**config.mk**
```make
export PLATFORM = sky130hd
export DESIGN_NAME = dram_arbiter_flat
export DESIGN_NICKNAME = d
export VERILOG_FILES = /design/src/rtl/dram_arbiter_pkg.sv /design/src/rtl/dram_arbiter_if.sv /design/src/rtl/dram_rr_pick.sv /design/src/rtl/dram_arbiter.sv /design/src/flat_wrapper.sv
export SDC_FILE = /design/constraint.sdc
export NUM_CORES = 1
export LEC_CHECK = 0
export CORE_AREA = 3 3 104 106
export CTS_BUF_LIST = sky130_fd_sc_hd__clkbuf_16
export DETAILED_ROUTE_END_ITERATION = 8
export DIE_AREA = 0 0 107 109
export PLACE_DENSITY = 0.88
export SETUP_SLACK_MARGIN = 0.15
export SYNTH_ARGS = -nofsm -noshare
export SYNTH_HDL_FRONTEND = slang
export SYNTH_SLANG_ARGS = --single-unit
export TNS_END_PERCENT = 20
```
**constraint.sdc**
```tcl
create_clock -name clock -period 3.9 [get_ports clock]
set_clock_uncertainty 0.15 [all_clocks]
set_input_delay 0.78 -clock clock [delete_from_list [all_inputs] [get_ports clock]]
set_output_delay 0.78 -clock clock [all_outputs]
set_load 0.02 [all_outputs]
```
**src/rtl/dram_arbiter_pkg.sv**
```systemverilog
// Shared definitions for the DRAM port arbiter and both cache refill paths.
package dram_arbiter_pkg;

  localparam int BURST_LEN_DEF = 8;
  localparam int CNT_W_DEF     = $clog2(BURST_LEN_DEF);
  localparam int ADDR_W_DEF    = 32;
  localparam int DATA_W_DEF    = 32;

  typedef enum logic [1:0] {
    IDLE    = 2'd0,
    CMD     = 2'd1,
    DATA    = 2'd2,
    RELEASE = 2'd3
  } state_t;

  typedef enum logic {
    OWN_I = 1'b0,
    OWN_D = 1'b1
  } owner_t;

endpackage

```
**src/rtl/dram_arbiter_if.sv**
```systemverilog
// Client and DRAM-side signal bundle of the arbiter.
// slave: the arbiter's view; master: the surrounding caches and DRAM controller.
interface dram_arbiter_if
  import dram_arbiter_pkg::*;
#(
  parameter int ADDR_W = ADDR_W_DEF,
  parameter int DATA_W = DATA_W_DEF
);

  // I-side refill
  logic              i_req;
  logic [ADDR_W-1:0] i_addr;
  logic [DATA_W-1:0] i_data;
  logic              i_valid;

  // D-side refill / write-back
  logic              d_req;
  logic              d_we;
  logic [ADDR_W-1:0] d_addr;
  logic [DATA_W-1:0] d_wdata;
  logic              d_wready;
  logic [DATA_W-1:0] d_rdata;
  logic              d_rvalid;

  // DRAM port
  logic              mem_cmd_valid;
  logic              mem_cmd_ready;
  logic              mem_cmd_we;
  logic [ADDR_W-1:0] mem_cmd_addr;
  logic [DATA_W-1:0] mem_rdata;
  logic              mem_rvalid;
  logic [DATA_W-1:0] mem_wdata;
  logic              mem_wvalid;
  logic              mem_wready;

  // Status
  logic              grant_i;
  logic              grant_d;
  logic              err;

  modport slave (
    input  i_req, i_addr, d_req, d_we, d_addr, d_wdata,
           mem_cmd_ready, mem_rdata, mem_rvalid, mem_wready,
    output i_data, i_valid, d_wready, d_rdata, d_rvalid,
           mem_cmd_valid, mem_cmd_we, mem_cmd_addr, mem_wdata, mem_wvalid,
           grant_i, grant_d, err
  );

  modport master (
    output i_req, i_addr, d_req, d_we, d_addr, d_wdata,
           mem_cmd_ready, mem_rdata, mem_rvalid, mem_wready,
    input  i_data, i_valid, d_wready, d_rdata, d_rvalid,
           mem_cmd_valid, mem_cmd_we, mem_cmd_addr, mem_wdata, mem_wvalid,
           grant_i, grant_d, err
  );

endinterface

```
**src/rtl/dram_rr_pick.sv**
```systemverilog
// Two-way round-robin selector: a lone requester wins, a tie goes to the
// client that did not own the previous burst.
module dram_rr_pick
  import dram_arbiter_pkg::*;
(
  input  logic   i_req,
  input  logic   d_req,
  input  owner_t last_grant,
  output logic   grant_i_nxt,
  output logic   grant_d_nxt
);

  // At most one of the two outputs is ever high.
  assign grant_i_nxt = i_req & (~d_req | (last_grant == OWN_D));
  assign grant_d_nxt = d_req & (~i_req | (last_grant == OWN_I));

endmodule

```
**src/rtl/dram_arbiter.sv**
```systemverilog
// Shares one burst DRAM port between the I-cache refill and D-cache
// refill/write-back paths. One whole burst is granted at a time and never
// pre-empted; read beats are steered to the owner with zero latency.
module dram_arbiter
  import dram_arbiter_pkg::*;
#(
  parameter int BURST_LEN = BURST_LEN_DEF,
  parameter int ADDR_W    = ADDR_W_DEF,
  parameter int DATA_W    = DATA_W_DEF,
  parameter int CNT_W     = $clog2(BURST_LEN)
)(
  input  logic           clock,
  input  logic           rst,
  dram_arbiter_if.slave  bus
);

  localparam logic [CNT_W-1:0] LAST_BEAT = CNT_W'(BURST_LEN - 1);

  state_t            state;
  owner_t            owner;
  owner_t            last_grant;
  logic [CNT_W-1:0]  cnt;
  logic [ADDR_W-1:0] addr_q;
  logic              we_q;
  logic              grant_i_q;
  logic              grant_d_q;
  logic              cmd_valid_q;
  logic              wvalid_q;
  logic              err_q;

  logic              grant_i_nxt;
  logic              grant_d_nxt;
  logic              rd_burst;
  logic              beat_rd;
  logic              beat_wr;
  logic              beat_done;
  logic              stray_beat;
  logic              stray_wready;
  logic [DATA_W-1:0] rdata;

  dram_rr_pick u_pick (
    .i_req       (bus.i_req),
    .d_req       (bus.d_req),
    .last_grant  (last_grant),
    .grant_i_nxt (grant_i_nxt),
    .grant_d_nxt (grant_d_nxt)
  );

  // Beat qualification. A beat outside its legal window is dropped and flagged.
  assign rd_burst     = (state == DATA) && !we_q;
  assign beat_rd      = rd_burst & bus.mem_rvalid;
  assign beat_wr      = wvalid_q & bus.mem_wready;
  assign beat_done    = beat_rd | beat_wr;
  assign stray_beat   = bus.mem_rvalid & ~rd_burst;
  assign stray_wready = bus.mem_wready & ~wvalid_q;

  // Read data fans out to both clients; only the owner's strobe fires.
  assign rdata        = bus.mem_rdata;
  assign bus.i_data   = rdata;
  assign bus.d_rdata  = rdata;
  assign bus.i_valid  = beat_rd & (owner == OWN_I);
  assign bus.d_rvalid = beat_rd & (owner == OWN_D);

  // Write beats are always sourced from the D side.
  assign bus.mem_wdata  = bus.d_wdata;
  assign bus.mem_wvalid = wvalid_q;
  assign bus.d_wready   = beat_wr;

  assign bus.mem_cmd_valid = cmd_valid_q;
  assign bus.mem_cmd_we    = we_q;
  assign bus.mem_cmd_addr  = addr_q;
  assign bus.grant_i       = grant_i_q;
  assign bus.grant_d       = grant_d_q;
  assign bus.err           = err_q;

  // Burst sequencer: arbitrate, issue the command, count beats, release.
  // NOTE: every register here uses <= so all of them see the same pre-edge
  // values; a blocking assignment would let later lines observe new state.
  always_ff @(posedge clock or negedge rst) begin
    if (!rst) begin
      state       <= IDLE;
      owner       <= OWN_I;
      last_grant  <= OWN_D;
      cnt         <= '0;
      addr_q      <= '0;
      we_q        <= 1'b0;
      grant_i_q   <= 1'b0;
      grant_d_q   <= 1'b0;
      cmd_valid_q <= 1'b0;
      wvalid_q    <= 1'b0;
      err_q       <= 1'b0;
    end else begin
      if (stray_beat || stray_wready) begin
        err_q <= 1'b1;
      end

      unique case (state)
        IDLE: begin
          if (grant_i_nxt || grant_d_nxt) begin
            owner       <= grant_d_nxt ? OWN_D : OWN_I;
            addr_q      <= grant_d_nxt ? bus.d_addr : bus.i_addr;
            we_q        <= grant_d_nxt & bus.d_we;
            grant_i_q   <= grant_i_nxt;
            grant_d_q   <= grant_d_nxt;
            cmd_valid_q <= 1'b1;
            state       <= CMD;
          end
        end

        CMD: begin
          if (bus.mem_cmd_ready) begin
            cmd_valid_q <= 1'b0;
            wvalid_q    <= we_q;
            cnt         <= '0;
            state       <= DATA;
          end
        end

        DATA: begin
          if (beat_done) begin
            if (cnt == LAST_BEAT) begin
              cnt        <= '0;
              last_grant <= owner;
              wvalid_q   <= 1'b0;
              grant_i_q  <= 1'b0;
              grant_d_q  <= 1'b0;
              state      <= RELEASE;
            end else begin
              cnt <= cnt + 1'b1;
            end
          end
        end

        // One dead cycle lets a level requester drop after its final beat.
        RELEASE: begin
          state <= IDLE;
        end

        default: begin
          state <= IDLE;
        end
      endcase
    end
  end

endmodule

```
**src/flat_wrapper.sv**
```systemverilog
// flat-port wrapper written by rule: the top's interface ports become plain ports
module dram_arbiter_flat import dram_arbiter_pkg::*;
#(
  parameter int BURST_LEN = BURST_LEN_DEF,
  parameter int ADDR_W    = ADDR_W_DEF,
  parameter int DATA_W    = DATA_W_DEF,
  parameter int CNT_W     = $clog2(BURST_LEN)
)
  (clock, rst, bus_i_req, bus_i_addr, bus_d_req, bus_d_we, bus_d_addr, bus_d_wdata, bus_mem_cmd_ready, bus_mem_rdata, bus_mem_rvalid, bus_mem_wready, bus_i_data, bus_i_valid, bus_d_wready, bus_d_rdata, bus_d_rvalid, bus_mem_cmd_valid, bus_mem_cmd_we, bus_mem_cmd_addr, bus_mem_wdata, bus_mem_wvalid, bus_grant_i, bus_grant_d, bus_err);
  dram_arbiter_if #(.ADDR_W(ADDR_W), .DATA_W(DATA_W)) bus_i ();
  input  logic clock;
  input  logic rst;
  input wire logic [$bits(bus_i.i_req)-1:0] bus_i_req;
  input wire logic [$bits(bus_i.i_addr)-1:0] bus_i_addr;
  input wire logic [$bits(bus_i.d_req)-1:0] bus_d_req;
  input wire logic [$bits(bus_i.d_we)-1:0] bus_d_we;
  input wire logic [$bits(bus_i.d_addr)-1:0] bus_d_addr;
  input wire logic [$bits(bus_i.d_wdata)-1:0] bus_d_wdata;
  input wire logic [$bits(bus_i.mem_cmd_ready)-1:0] bus_mem_cmd_ready;
  input wire logic [$bits(bus_i.mem_rdata)-1:0] bus_mem_rdata;
  input wire logic [$bits(bus_i.mem_rvalid)-1:0] bus_mem_rvalid;
  input wire logic [$bits(bus_i.mem_wready)-1:0] bus_mem_wready;
  output wire logic [$bits(bus_i.i_data)-1:0] bus_i_data;
  output wire logic [$bits(bus_i.i_valid)-1:0] bus_i_valid;
  output wire logic [$bits(bus_i.d_wready)-1:0] bus_d_wready;
  output wire logic [$bits(bus_i.d_rdata)-1:0] bus_d_rdata;
  output wire logic [$bits(bus_i.d_rvalid)-1:0] bus_d_rvalid;
  output wire logic [$bits(bus_i.mem_cmd_valid)-1:0] bus_mem_cmd_valid;
  output wire logic [$bits(bus_i.mem_cmd_we)-1:0] bus_mem_cmd_we;
  output wire logic [$bits(bus_i.mem_cmd_addr)-1:0] bus_mem_cmd_addr;
  output wire logic [$bits(bus_i.mem_wdata)-1:0] bus_mem_wdata;
  output wire logic [$bits(bus_i.mem_wvalid)-1:0] bus_mem_wvalid;
  output wire logic [$bits(bus_i.grant_i)-1:0] bus_grant_i;
  output wire logic [$bits(bus_i.grant_d)-1:0] bus_grant_d;
  output wire logic [$bits(bus_i.err)-1:0] bus_err;
  assign bus_i.i_req = bus_i_req;
  assign bus_i.i_addr = bus_i_addr;
  assign bus_i.d_req = bus_d_req;
  assign bus_i.d_we = bus_d_we;
  assign bus_i.d_addr = bus_d_addr;
  assign bus_i.d_wdata = bus_d_wdata;
  assign bus_i.mem_cmd_ready = bus_mem_cmd_ready;
  assign bus_i.mem_rdata = bus_mem_rdata;
  assign bus_i.mem_rvalid = bus_mem_rvalid;
  assign bus_i.mem_wready = bus_mem_wready;
  assign bus_i_data = bus_i.i_data;
  assign bus_i_valid = bus_i.i_valid;
  assign bus_d_wready = bus_i.d_wready;
  assign bus_d_rdata = bus_i.d_rdata;
  assign bus_d_rvalid = bus_i.d_rvalid;
  assign bus_mem_cmd_valid = bus_i.mem_cmd_valid;
  assign bus_mem_cmd_we = bus_i.mem_cmd_we;
  assign bus_mem_cmd_addr = bus_i.mem_cmd_addr;
  assign bus_mem_wdata = bus_i.mem_wdata;
  assign bus_mem_wvalid = bus_i.mem_wvalid;
  assign bus_grant_i = bus_i.grant_i;
  assign bus_grant_d = bus_i.grant_d;
  assign bus_err = bus_i.err;
  dram_arbiter #(.BURST_LEN(BURST_LEN), .ADDR_W(ADDR_W), .DATA_W(DATA_W), .CNT_W(CNT_W)) u_core (.clock(clock), .rst(rst), .bus(bus_i));
endmodule
```
==> results of run 1 <==
-- synth_stat cells, drive strengths merged --
| cell type | count | area [um2] |
|---|---|---|
| clkbuf | 4 | 15.0 |
| dfstp | 1 | 26.3 |
| nand2b | 5 | 31.3 |
| o31ai | 1 | 7.51 |
| a32o | 1 | 10.0 |
| a21boi | 2 | 22.5 |
| o22ai | 1 | 6.26 |
| o211ai | 1 | 7.51 |
| a32oi | 1 | 8.76 |
| dfrtp | 44 | 1100 |
| buf | 104 | 793 |
| ha | 6 | 75.1 |
| and3 | 2 | 17.5 |
| o21ai | 35 | 175 |
| a22oi | 2 | 15.0 |
| o2bb2ai | 1 | 8.76 |
| nand2 | 42 | 158 |
| nor4 | 1 | 6.26 |
| mux2i | 34 | 340 |
| nor2 | 6 | 22.5 |
| inv | 8 | 30.0 |
| nand3 | 5 | 25.0 |
| a21oi | 1 | 5.00 |
| mux2 | 3 | 37.5 |
| a21bo | 1 | 10.0 |
| nor2b | 1 | 6.26 |
| and2 | 1 | 6.26 |
-- power by group through the flow --
stage | Sequential, uW | Clock (uW) | Combinational (uW)
3_3_place_gp | 795 | 0 | 1250
5_1_grt | 824 | 511 | 1380
2_1_floorplan | 1010 | 0 | 634
4_1_cts | 800 | 494 | 1300
6_report | 797 | 477 | 1270
3_5_place_dp | 808 | 0 | 1290
-- final timing paths --
path	end	slack, ps	depth (start not counted)
max in group asynchronous	u_core.bus.mem_cmd_addr[15]$_DFFE_PN0P_	2420	1
min	u_core.bus.mem_cmd_addr[6]$_DFFE_PN0P_	330	2
min in group asynchronous	u_core.bus.mem_cmd_addr[29]$_DFFE_PN0P_	540	1
max	bus_i_valid	760	4
max reg2reg	u_core.bus.mem_cmd_valid$_DFFE_PN0P_	1950	6
min reg2reg	u_core.bus.mem_cmd_addr[6]$_DFFE_PN0P_	330	2
-- metrics by stage --
stage	power (uW)	setup slack, ps
floorplan	1640	1480
global placement	2040	764
detailed placement	2100	769
CTS	2590	756
global route	2720	664
finish	2550	764
-- kinds of logic (layout without fill, tap and decap cells) --
| group | after synthesis | count (layout) | share of synthesized area |
|---|---|---|---|
| buf+inv | 116 | 131 | 0.282 |
| compound gates | 47 | 47 | 0.0932 |
| mux | 37 | 37 | 0.127 |
| simple gates | 63 | 63 | 0.0919 |
| fa+ha+maj | 6 | 6 | 0.0253 |
| flops | 45 | 45 | 0.380 |
-- layout make-up --
type / count / area (um2)
fill: 993 / 6220
clock inverter: 3 / 37.5
multi-input combinational: 153 / 1020
tap: 133 / 166
sequential: 45 / 1130
clock buffer: 5 / 125
inverter: 8 / 30.0
timing repair buffer: 115 / 1140
-- state kept, by name, indices dropped and copies added, names as in the netlist --
register                  count
u_core.bus.err                1
u_core.bus.grant_d            1
u_core.bus.grant_i            1
u_core.bus.mem_cmd_addr      32
u_core.bus.mem_cmd_valid      1
u_core.bus.mem_cmd_we         1
u_core.bus.mem_wvalid         1
u_core.cnt                    3
u_core.last_grant             1
u_core.owner                  1
u_core.state                  2
-- worst max-delay path: stages --
cell	delay [ps]
clkdlybuf4s50_1	500
inv_1	60
nor4_1	220
clkdlybuf4s50_1	650
-- layer usage --
layer  part of all wire  vias to the layer above  track usage  routed length [um]
met3              0.082                       53       0.0414                 563
met1               0.35                      960        0.117                2440
met5                  0                        -            0                   0
met4              0.050                        0       0.0685                 347
li1                   -                      973            -                   -
met2               0.51                       95        0.204                3540
==> impl_metrics.json, run 1 <==
{
  "antenna_found_initial": 0,
  "hold_start": "u_core.bus.mem_cmd_addr[6]$_DFFE_PN0P_",
  "totalWireLength_um": 6890,
  "period_needed_ps": 3140,
  "critPathKind": "primary input to output pin",
  "ioPinCount": 273,
  "post-route-period-util": 0.804,
  "antenna_cells": 0,
  "p_per_area_mw_per_mm2": 699,
  "status": "complete, no violations",
  "hold_ws_ps": 333,
  "layout_common_cells": "clkdlybuf4s50_1, dfrtp_1, nand2_1",
  "fmaxAchievable_mhz": 319,
  "drtIter0Drc": 65,
  "root_buffer": "clkbuf_16",
  "min_path_type": "register to register",
  "ant_nets": 0,
  "slew_violations": 0,
  "gp_congestion": 0.777,
  "grt_setup_unrepaired": "false",
  "fp-row-count": 36,
  "placed_cells": 454,
  "grt.overflow.total": 0,
  "max-slew-margin-rel": 0.298,
  "die_w_um": 107,
  "grt_use_total": 0.115,
  "vias": 2081,
  "final_util": 0.370,
  "hold_buffers": 0,
  "switching_share": 0.382,
  "coreArea_mm2": 0.00986,
  "critPathMaxFanout": 3,
  "cts_buffer_depth": 2,
  "start_kind": "primary input",
  "combPwrFrac": 0.500,
  "path_clk_slew_ps": 70,
  "cts_setup_buffers": 0,
  "synth.distinct_cells": 34,
  "final_cells": 462,
  "p_int_uw": 1570,
  "cts_tree": "yes",
  "p_clk_frac": 0.187,
  "syn_nets": 456,
  "dieArea_mm2": 0.0117,
  "p_leak_uw": 0.00161,
  "final_area_mm2": 0.00365,
  "power.switching_uw": 972,
  "drc": 0,
  "port_buffers": 112,
  "irDropWorstVdd_mv": 0.307,
  "final_common_cell": "clkdlybuf4s50_1",
  "place_area_mm2": 0.00348,
  "avgRoutedWirePerCell_um": 14.9,
  "p_seq_frac": 0.313,
  "worst_pin_slew_ps": 1050,
  "syn_area_per_cell_um2": 9.45,
  "initial_core_util": 0.301,
  "synth-seq-cells": 45,
  "ys_seq_area_frac": 0.380,
  "synth_cells": 314,
  "syn2layout_area_growth_pct": 22.9,
  "insertion_delay_ps": 280,
  "dp_hpwl_um": 5290,
  "grt_max_degree": 68,
  "die_h_um": 109,
  "firstDrtPassIters": 4,
  "cts_resized": 0,
  "r2r_start": "u_core.state[0]$_DFFE_PN0P_",
  "cp-startpoint": "bus_mem_rvalid",
  "grt_pass1_wl_um": 10600,
  "htree_levels": 2,
  "arrival_ps": 2210,
  "fin_tns_setup_ps": 0,
  "yosysWarningCount": 0,
  "end_kind": "output pin",
  "drive_gt1_frac": 0.0547,
  "cts_buffers": 5,
  "cap_violations": 0,
  "cts.sinks": 45,
  "finalSetupViolCount": 0,
  "vias_per_cell": 4.50,
  "grt_pass1_vias": 2148,
  "fin_nets": 470,
  "worstPathRequired_ps": 2970,
  "hold_viol": 0,
  "mappedNetlistArea_mm2": 0.00297
}
(Power assumes the default switching activity.)
==> inputs of run 2 (changes only) <==
CORE_AREA = 3 3 105 107   (was 3 3 104 106)
DIE_AREA = 0 0 108 110   (was 0 0 107 109)
PLACE_DENSITY = 0.86   (was 0.88)
clock period = 3.05 ns   (was 3.9 ns; I/O delays follow)
==> run 2 against run 1 <==
Routed wire length up 0.48%. Worst setup slack worse by 440 ps. Largest cell class unchanged. Highest routed layer is now met5. Sequential share of layout area about the same. Critical endpoint is now bus_d_rvalid.
==> impl_metrics.json, run 2 (same netlist as run 1, synthesis figures left out) <==
{
  "drc": 0,
  "antenna_found_initial": 1,
  "cp_num_buf_inv": 3,
  "fmaxAchievable_mhz": 366,
  "post-route-period-util": 0.895,
  "grt_setup_unrepaired": "false",
  "layout_common_cells": "clkdlybuf4s50_1, dfrtp_1, nand2_1",
  "max-slew-margin-rel": 0.299,
  "initial_core_util": 0.290,
  "cp_cell_sequence": "inv_1, ha_1, inv_1, nor2_1, and3_1, clkdlybuf4s50_1",
  "grt_pass1_wl_um": 10600,
  "min_path_type": "register to register",
  "grt.overflow.total": 0,
  "ioPinCount": 273,
  "drtIter0Drc": 51,
  "antenna_cells": 0,
  "path_clk_slew_ps": 60,
  "totalWireLength_um": 6930,
  "period_needed_ps": 2730,
  "final_common_cell": "clkdlybuf4s50_1",
  "r2r_start": "u_core.state[0]$_DFFE_PN0P_",
  "cts_buffer_depth": 2,
  "fp-row-count": 37,
  "htree_levels": 2,
  "end_kind": "output pin",
  "fin_nets": 472,
  "grt_pass1_vias": 2239,
  "vias": 2077,
  "die_w_um": 108,
  "cpPeakStageDelay_ps": 600,
  "hold_start": "u_core.bus.mem_cmd_addr[3]$_DFFE_PN0P_",
  "arrival_ps": 1970,
  "coreArea_mm2": 0.0102,
  "start_kind": "register",
  "slowest_stage": "clkdlybuf4s50_1",
  "cts_buffers": 5,
  "cpMostUsedCell": "inv_1",
  "root_buffer": "clkbuf_16",
  "vias_per_cell": 4.45,
  "p_leak_uw": 0.00163,
  "cp-startpoint": "u_core.state[0]$_DFFE_PN0P_",
  "ant_nets": 0,
  "cts_resized": 0,
  "worst_pin_slew_ps": 1050,
  "hold_ws_ps": 327,
  "dieArea_mm2": 0.0119,
  "port_buffers": 112,
  "syn2layout_area_growth_pct": 22.8,
  "cts_setup_buffers": 0,
  "grt_max_degree": 46,
  "critical_path.top_delay_family": "buffers and inverters",
  "dp_hpwl_um": 5450,
  "worstPathRequired_ps": 2290,
  "status": "complete, no violations",
  "critPathKind": "register to output pin",
  "cts_tree": "yes",
  "firstDrtPassIters": 4,
  "fin_tns_setup_ps": 0,
  "die_h_um": 110,
  "insertion_delay_ps": 280,
  "fillers": 1027,
  "cap_violations": 0,
  "gp_congestion": 0.856,
  "finalSetupViolCount": 0,
  "avgRoutedWirePerCell_um": 14.8,
  "hold_buffers": 0,
  "p_per_area_mw_per_mm2": 871,
  "irDropWorstVdd_mv": 0.387,
  "hold_viol": 0,
  "drive_gt1_frac": 0.0634,
  "largest_reg_flops": 32,
  "critPathMaxFanout": 4,
  "cts.sinks": 45,
  "grt_use_total": 0.115,
  "slew_violations": 0
}
-- run 2: cell type report --
type,instances,area (um2),area share
Clock buffer,5,125,0.0343
Inverter,8,30.0,0.00824
Tap cell,136,170,0.0467
Timing Repair Buffer,117,1160,0.317
Sequential cell,45,1130,0.309
Clock inverter,3,13.8,0.00378
Multi-Input combinational cell,153,1020,0.280
-- run 2: path summary, 6_finish.rpt --
check	to	slack, ps	cells past startpoint
max	bus_d_rvalid	320	6
max reg2reg	u_core.cnt[0]$_DFFE_PN0P_	1310	6
min reg2reg	u_core.bus.mem_cmd_addr[3]$_DFFE_PN0P_	330	2
min	u_core.bus.mem_cmd_addr[3]$_DFFE_PN0P_	330	2
max in group asynchronous	u_core.bus.mem_cmd_addr[26]$_DFFE_PN0P_	1740	1
min in group asynchronous	u_core.cnt[2]$_DFFE_PN0P_	370	1
-- run 2: power by group --
group / leakage (uW) / switching (uW) / internal, uW
Clock: 0.0000748 / 220 / 298
Sequential: 0.000554 / 160 / 864
Combinational: 0.00101 / 857 / 776
-- run 2: per-stage QoR --
step           instances  power (uW)   util  instance area [um2]  worst slack [ps]
4_1_cts              467        3230  0.356                 3640               203
5_1_grt              467        3420  0.356                 3640               206
3_5_place_dp         459        2690  0.342                 3500               210
3_3_place_gp         459        2620  0.342                 3500               260
6_report             467        3170  0.356                 3640               320
2_1_floorplan        314        2100      -                 2970               817
-- run 2: layer usage --
layer	wire length, um	up-vias	global-route usage
met4	240	2	0.0631
met5	7	-	0
li1	-	971	-
met2	3550	101	0.202
met3	734	41	0.0513
met1	2390	962	0.113
-- run 2: worst register-to-register path, stage by stage (launching register included) --
cell     delay, ps
dfrtp_1        380
inv_1          120
ha_1           190
buf_4          180
nand3_1        110
and3_4         210
mux2_4         290
